`src/rtl/skid_reg_pkg.sv`:
```
// Shared types for the skid_reg_en elastic register: occupancy state and count encodings.
package skid_reg_pkg;

  typedef enum logic [1:0] {
    StEmpty = 2'd0,
    StOne   = 2'd1,
    StFull  = 2'd2
  } skid_state_e;

  localparam logic [1:0] CountEmpty = 2'd0;
  localparam logic [1:0] CountOne   = 2'd1;
  localparam logic [1:0] CountFull  = 2'd2;

  function automatic logic [1:0] state_count(skid_state_e s);
    logic [1:0] c;
    c = CountEmpty;
    case (s)
      StOne:   c = CountOne;
      StFull:  c = CountFull;
      default: c = CountEmpty;
    endcase
    return c;
  endfunction

endpackage

```
`src/rtl/reg_en_rst.sv`:
```
// WIDTH-bit register with load enable and synchronous active-high reset to RESET_VAL.
module reg_en_rst #(
  parameter int unsigned          WIDTH     = 16,
  parameter logic [WIDTH-1:0]     RESET_VAL = '0
) (
  input  logic             clk_i,
  input  logic             rst_i,
  input  logic             en_i,
  input  logic [WIDTH-1:0] d_i,
  output logic [WIDTH-1:0] q_o
);

  logic [WIDTH-1:0] q_q;

  always_ff @(posedge clk_i) begin
    if (rst_i) begin
      q_q <= RESET_VAL;
    end else if (en_i) begin
      q_q <= d_i;
    end
  end

  assign q_o = q_q;

endmodule

```
`src/rtl/skid_reg_en.sv`:
```
// Two-entry valid/ready elastic register (main + skid slot) with flush and occupancy count.
module skid_reg_en
  import skid_reg_pkg::*;
#(
  parameter int unsigned      WIDTH     = 16,
  parameter logic [WIDTH-1:0] RESET_VAL = '0
) (
  input  logic             clk,
  input  logic             reset,
  input  logic             in_val,
  output logic             in_rdy,
  input  logic [WIDTH-1:0] in_msg,
  output logic             out_val,
  input  logic             out_rdy,
  output logic [WIDTH-1:0] out_msg,
  input  logic             flush,
  output logic [1:0]       count
);

  skid_state_e      state_q, state_d;
  logic             main_en, skid_en;
  logic [WIDTH-1:0] main_d, main_q, skid_q;
  logic             in_fire, out_fire;

  // Ready and valid come only from registered state, so no input-to-ready path exists.
  assign in_rdy   = (state_q != StFull) & ~reset;
  assign out_val  = (state_q != StEmpty) & ~reset;
  assign count    = reset ? CountEmpty : state_count(state_q);
  assign out_msg  = main_q;
  assign in_fire  = in_val & in_rdy;
  assign out_fire = out_val & out_rdy;

  always_comb begin
    state_d = state_q;
    main_en = 1'b0;
    skid_en = 1'b0;
    main_d  = in_msg;
    case (state_q)
      StEmpty: begin
        if (in_fire) begin
          state_d = StOne;
          main_en = 1'b1;
        end
      end
      StOne: begin
        if (in_fire && out_fire) begin
          main_en = 1'b1;
        end else if (in_fire) begin
          state_d = StFull;
          skid_en = 1'b1;
        end else if (out_fire) begin
          state_d = StEmpty;
        end
      end
      StFull: begin
        if (out_fire) begin
          state_d = StOne;
          main_en = 1'b1;
          main_d  = skid_q;
        end
      end
      default: state_d = StEmpty;
    endcase
    // Flush drops all entries but leaves the data registers untouched.
    if (flush) begin
      state_d = StEmpty;
      main_en = 1'b0;
      skid_en = 1'b0;
    end
  end

  always_ff @(posedge clk) begin
    if (reset) begin
      state_q <= StEmpty;
    end else begin
      state_q <= state_d;
    end
  end

  reg_en_rst #(
    .WIDTH    (WIDTH),
    .RESET_VAL(RESET_VAL)
  ) u_main (
    .clk_i(clk),
    .rst_i(reset),
    .en_i (main_en),
    .d_i  (main_d),
    .q_o  (main_q)
  );

  reg_en_rst #(
    .WIDTH    (WIDTH),
    .RESET_VAL(RESET_VAL)
  ) u_skid (
    .clk_i(clk),
    .rst_i(reset),
    .en_i (skid_en),
    .d_i  (in_msg),
    .q_o  (skid_q)
  );

endmodule

```
`config.mk`:
```
export PLATFORM = sky130hd
export DESIGN_NAME = skid_reg_en
export DESIGN_NICKNAME = d
export VERILOG_FILES = /design/src/rtl/skid_reg_pkg.sv /design/src/rtl/reg_en_rst.sv /design/src/rtl/skid_reg_en.sv
export SDC_FILE = /design/constraint.sdc
export NUM_CORES = 1
export LEC_CHECK = 0
export ABC_CLOCK_PERIOD_IN_PS = 3050
export BUFFER_PORTS_ARGS = -buffer_cell sky130_fd_sc_hd__clkbuf_2
export CORE_AREA = 5 5 67 69
export CTS_BUF_LIST = sky130_fd_sc_hd__clkbuf_2 sky130_fd_sc_hd__clkbuf_4 sky130_fd_sc_hd__clkbuf_8
export DETAILED_ROUTE_END_ITERATION = 10
export DIE_AREA = 0 0 72 74
export PLACE_DENSITY = 0.68
export SLEW_MARGIN = 20
export SYNTH_ARGS = -nofsm -noshare
export SYNTH_HDL_FRONTEND = slang
export SYNTH_SLANG_ARGS = --single-unit
export TNS_END_PERCENT = 30
```
`constraint.sdc`:
```
create_clock -name clk -period 3.05 [get_ports clk]
set_clock_uncertainty 0.15 [all_clocks]
set_input_delay 0.61 -clock clk [delete_from_list [all_inputs] [get_ports clk]]
set_output_delay 0.61 -clock clk [all_outputs]
set_load 0.01 [all_outputs]
```
Word level (Yosys, flattened, before mapping)
Index checks and enable logic that the tools add are counted.
{"block": "word_totals", "output_inout_bits": 20, "latch_bits": 0, "mem_bits_rw": 0, "inputBits": 21, "mem_count": 0, "romBits": 0, "ff_bits": 34}
{"block": "op_classes", "add_sub_neg": 0, "eq_ne": 7, "magnitude_cmp": 0, "n_reduce_logical": 5, "bitwise_logic": 5, "shift": 0, "multipliers": 0, "div_mod_pow": 0, "n_mux": 18}
{"op": "two-way mux 16 bit", "count": 2}
{"op": "two-way mux 2 bit", "count": 6}
{"op": "!= test 2 bit (second input constant)", "count": 4}
{"op": "two-way mux 1 bit", "count": 7}
{"op": "one-hot mux 2 bit (3 select lines)", "count": 1}
{"op": "bitwise AND 1 bit", "count": 4}
{"op": "one-hot mux 2 bit (2 select lines)", "count": 1}
{"op": "AND reduction 4 bit", "count": 1}
{"op": "!= test 3 bit (second input constant)", "count": 1}
{"op": "one-hot mux 1 bit (3 select lines)", "count": 1}
{"op": "equality test 2 x 1 -> 1 bit (second input constant)", "count": 1}
{"op": "equality test 2 bit (second input constant)", "count": 1}
{"op": "zero test 2 bit", "count": 1}
{"op": "nonzero test 2 bit", "count": 1}
{"op": "OR reduction 2 bit", "count": 1}
{"op": "logical AND 1 bit", "count": 1}
{"op": "NOT 1 bit", "count": 1}

Longest topological paths before layout
Gate-level depths: netlist (run 1).
{"block": "depth", "ltp_word": 7, "depth_mapped": 6, "depth_no_buf": 3}

Hierarchy
From an unflattened synthesis (run 1), not the netlist that was laid out.
{"block": "hier_totals", "cells_unflattened": 140, "area_unflattened_um2": 1521.5}
{"mod": "reg_en_rst", "cells_each": 52, "area_per_inst_um2": 580.6, "n_inst": 2}
{"mod": "skid_reg_en", "cells_each": 36, "area_per_inst_um2": 360.3, "n_inst": 1}

Worst setup path before layout (run 1)
No wires, ideal clock.
{"block": "synth_timing", "kind": "in2out", "from": "input port reset", "to": "output port count[1]", "arrival_ns": 1.276, "path_stages": 3, "n_path_buf": 2, "path_slack_ns": 1.014, "path_cell_list": "clkbuf_1 > buf_1 > nor2_1"}
{"block": "synth_between", "elab_chain_len": 1}
{"item": "start, declared", "line_no": "skid_reg_en.sv:9", "source": "input logic reset,"}
{"item": "two-way mux 2 bit", "line_no": "skid_reg_en.sv:28", "source": "assign count = reset ? CountEmpty : state_count(state_q);"}
{"item": "end, declared", "line_no": "skid_reg_en.sv:17", "source": "output logic [1:0] count"}
Every way passes these cells.

Final worst setup path (run 1)
Same ends and word-level chain as after synthesis.

==> results.json, run 1 <==
{
  "layout_commonest_cell": "clkbuf_2",
  "synth_fp_nets": 199,
  "drtPass1Iterations": 4,
  "synthTopCellsByArea": "dfxtp_1, a311oi_1, mux2i_1",
  "slew_violations": 0,
  "hp-start": "u_skid.q_o[1]",
  "cp.required_ps": 2290,
  "powerDensity_nw_per_um2": 495,
  "fin_ws_ps": 786,
  "hold_viol": 0,
  "yosys_warnings": 0,
  "critPathLaunchType": "input port",
  "hold_end": "u_skid.q_o[1]",
  "finalSetupTns_ps": 0,
  "gr-usage-all-layers_pct": 16.0,
  "min_period_over_period_pct": 74.2,
  "pin_count": 41,
  "drv_cap": 0,
  "cts_tree": "built",
  "ir_drop_mv": 0.234,
  "dp_worst_setup_slack_ps": 786,
  "htree_levels": 2,
  "grt.overflow.total": 0,
  "synth_top_cell_by_area": "dfxtp_1",
  "vias_per_cell": 5.86,
  "die_area_sq_um": 5330,
  "r2r_slack_ps": 1150,
  "drc": 0,
  "port_buffers": 40,
  "worst_skew_pair.late_latency_ps": 280,
  "rows": 23,
  "hold_class": "flip-flop to flip-flop",
  "whs_path_depth": 2,
  "via_count": 1501,
  "cts_buffer_depth": 2,
  "synth_area_sq_um": 1670,
  "die_x_um": 72,
  "worst_setup_path_end_kind": "output port",
  "grt_pass1_wl_um": 6680,
  "rsz0062_at_grt": "false",
  "postCtsSetupBuffers": 0,
  "diodes": 0,
  "drt-total-wl_um": 4140,
  "drt_iter0_markers": 164,
  "drtAntennaViolNets": 0,
  "path_class": "input port to output port",
  "min_period_ps": 2260,
  "antenna_found_initial": 0,
  "die-height_um": 74,
  "tightest_slew_ps": 864,
  "final_area_sq_um": 1910,
  "start_util_pct": 43.3,
  "ys_types": 30,
  "cts_root_buf": "clkbuf_8",
  "nets": 226,
  "synth.yosys.seq_area_share_pct": 40.7,
  "rr_endpoint": "u_main.q_o[13]",
  "area_growth_pct": 14.6,
  "synth_seq_cells": 34,
  "crit_arrival_ps": 1500,
  "slew-limit-headroom_pct": 42.3,
  "r2r_start": "state_q[0]",
  "coreArea_sq_um": 3860,
  "cts_buffers": 5,
  "wl_per_cell_um": 16.2,
  "crit_fanout": 24,
  "worst_r2r_path_depth": 3,
  "yosysTopAreaCellShare_pct": 40.7,
  "grt_max_degree": 33,
  "layout_common_cells": "clkbuf_2, dfxtp_1, a311oi_1",
  "path_clk_slew_ps": 70,
  "ctsResizeCount": 0,
  "fmax_ghz": 0.442,
  "outcome": "completed",
  "total_leakage_power_nw": 0.677,
  "grt_pass1_vias": 1387,
  "cts_hold_buf": 0,
  "cts_sinks": 34,
  "synth_cells": 178,
  "drive_above_1_share_pct": 28.2,
  "placed_area_sq_um": 1820,
  "setup_viol": 0,
  "syn_avg_cell_area_sq_um": 9.38,
  "routabilityCongestion": 0.837
}
layout make-up:
cell class | count | area, sq um
Fill cell | 383 | 1940
Timing Repair Buffer | 43 | 223
Tap cell | 50 | 62.6
Clock inverter | 1 | 5.00
Clock buffer | 7 | 90.1
Multi-Input combinational cell | 119 | 846
Inverter | 2 | 7.51
Sequential cell | 34 | 681
power breakdown:
part           switching, W  internal [W]  leakage [nW]
Combinational     0.0000740     0.0000497         0.348
Sequential        0.0000106      0.000461         0.277
Clock              0.000161      0.000191        0.0517
cell usage after synthesis:
cell,n
dfxtp_1,34
a311oi_1,32
a21oi_1,18
o21ai_0,17
mux2i_1,16
nand3_1,16
clkbuf_1,10
buf_2,5
buf_6,3
nor2_1,3
buf_1,2
inv_1,2
nand2_1,2
nor3_1,2
a211oi_1,1
a21o_2,1
a22o_4,1
and2_2,1
and2b_4,1
and3b_2,1
and4bb_1,1
and4bb_2,1
buf_12,1
buf_4,1
clkbuf_2,1
nand2b_1,1
nand3b_1,1
nor2b_1,1
or3_1,1
or3b_2,1
cells by family after synthesis:
logic type / count (synthesis) / share of synthesized area (%)
flip-flops: 34 / 40.7
buffers and inverters: 25 / 8.61
AO/OA/AOI/OAI: 70 / 29.3
multiplexers: 16 / 9.59
AND/OR/NAND/NOR: 33 / 11.8
per-stage QoR:
stage / hold slack (ps) / power, W / std cells / util (%)
3_3_place_gp: 311 / 0.000604 / 248 / 47.2
5_1_grt: 343 / 0.000986 / 256 / 49.6
2_1_floorplan: 304 / 0.000558 / 178 / -
6_report: 328 / 0.000948 / 256 / 49.6
4_1_cts: 327 / 0.000956 / 256 / 49.6
3_5_place_dp: 317 / 0.000605 / 248 / 47.2
state kept, by name, indices dropped and copies added, names as in the netlist:
| signal | count |
|---|---|
| state_q | 2 |
| u_main.q_o | 16 |
| u_skid.q_o | 16 |
routing by layer:
metal,track usage (%),share of wire [%]
met1,22.0,46
met2,23.4,47
met3,4.46,5.6
met4,7.52,1.3
met5,0,0
how the worst max path moves through the flow:
| stage | from | to |
|---|---|---|
| floorplan | reset | count[1] |
| global placement | reset | count[1] |
| detailed placement | reset | u_main.q_o[13] |
| CTS | reset | count[1] |
| global route | reset | count[1] |
| finish | reset | count[1] |
critical path, stage by stage:
cell and delay [ps]:
clkbuf_2 380, buf_4 310, nor2_1 70, clkbuf_2 130
(Power assumes the default switching activity.)
==> run 2: changes to the inputs <==
Settings changed: ABC_CLOCK_PERIOD_IN_PS 3050 to 2000, PLACE_DENSITY 0.68 to 0.71.
Clock period 3.05 ns to 2 ns, I/O delays scaled along.
==> results.json, run 2 (synthesis results as in run 1) <==
{
  "min_period_ps": 1760,
  "tightest_slew_ps": 465,
  "grt_pass1_wl_um": 6440,
  "rr_endpoint": "u_main.q_o[0]",
  "worst_r2r_path_depth": 4,
  "worst_skew_pair.late_latency_ps": 280,
  "pin_count": 41,
  "postCtsSetupBuffers": 0,
  "grt_max_degree": 32,
  "rsz0062_at_grt": "false",
  "met3_length_um": 225,
  "dp_hpwl_um": 2750,
  "port_buffers": 40,
  "slew_violations": 0,
  "routabilityCongestion": 0.753,
  "die-height_um": 74,
  "cts_sinks": 34,
  "cts_buffer_depth": 2,
  "hold_viol": 0,
  "start_util_pct": 43.3,
  "r2r_start": "state_q[1]",
  "setup_viol": 0,
  "wl_per_cell_um": 15.2,
  "layout_commonest_cell": "clkbuf_2",
  "rows": 23,
  "die_area_sq_um": 5330,
  "fmax_ghz": 0.570,
  "drtAntennaViolNets": 0,
  "wl_met2_um": 1890,
  "area_growth_pct": 17.4,
  "powerDensity_nw_per_um2": 721,
  "path_clk_slew_ps": 60,
  "hp-start": "flush",
  "highest_layer": "met4",
  "cts_hold_buf": 0,
  "cts_tree": "built",
  "via_count": 1469,
  "r2r_slack_ps": 320,
  "coreArea_sq_um": 3860,
  "total_leakage_power_nw": 0.701,
  "layout_common_cells": "clkbuf_2, dfxtp_1, a311oi_1",
  "whs_path_depth": 2,
  "drtPass1Iterations": 4,
  "crit_arrival_ps": 1210,
  "drt_iter0_markers": 106,
  "antenna_found_initial": 0,
  "worst_setup_path_end_kind": "output port",
  "slew-limit-headroom_pct": 69.0,
  "drc": 0,
  "cp.required_ps": 1450,
  "cts_buffers": 5,
  "hold_end": "state_q[0]",
  "fillers": 397,
  "drt-total-wl_um": 3980,
  "grt.overflow.total": 0,
  "nets": 232,
  "utilization_pct": 50.8,
  "ctsResizeCount": 0,
  "drv_cap": 0,
  "crit_fanout": 9,
  "finalSetupTns_ps": 0,
  "die_x_um": 72,
  "gr-usage-all-layers_pct": 15.5,
  "critPathLaunchType": "flip-flop",
  "cts_root_buf": "clkbuf_8",
  "vias_per_cell": 5.63,
  "outcome": "completed",
  "grt_pass1_vias": 1362,
  "wirelength_met1_um": 1810,
  "htree_levels": 2,
  "drive_above_1_share_pct": 29.9,
  "path_class": "flip-flop to output port",
  "ir_drop_mv": 0.403,
  "min_period_over_period_pct": 87.8,
  "holdWs_ps": 193,
  "diodes": 0,
  "hold_class": "input port to flip-flop"
}
run 2: changes by cell type in the layout (fill, tap and decap cells not counted), sizes merged:
cell and delta:
buf +6, clkinv -1
run 2: final cells by class:
cell class / instances / area (sq um) / area share (%)
multi-input cells: 119 / 846 / 43.1
repair buffers: 49 / 280 / 14.3
inverters: 2 / 7.51 / 0.383
flip-flops and latches: 34 / 681 / 34.7
well taps: 50 / 62.6 / 3.19
clock buffers: 7 / 83.8 / 4.28
run 2: metal layers:
layer,global-route usage [%],vias to the layer above
met5,0,-
met4,4.80,0
met3,4.59,4
met2,23.9,44
met1,21.1,663
li1,-,758
run 2: worst max-delay path by stage:
| stage | start | endpoint |
|---|---|---|
| floorplan | reset | count[1] |
| global placement | reset | u_main.q_o[0] |
| detailed placement | reset | u_skid.q_o[9] |
| CTS | state_q[0] | count[0] |
| global route | state_q[0] | count[0] |
| finish | state_q[0] | count[0] |
run 2: stage by stage:
step                total power [W]  instance area [sq um]  cells  worst slack (ps)
CTS                         0.00142                   1960    261               239
finish                      0.00141                   1960    261               245
detailed placement         0.000930                   1880    254               277
floorplan                  0.000851                   1670    178               384
global placement           0.000928                   1880    254               311
global route                0.00146                   1960    261              85.3
run 2: critical path: stages, from the launching register on:
cell      delay, ps
dfxtp_1         460
inv_1           130
nor3_1          180
clkbuf_2        160
run 2: power breakdown:
part	internal (W)	switching [W]
Sequential	0.000703	0.0000151
Clock	0.000267	0.000234
Combinational	0.0000828	0.000112
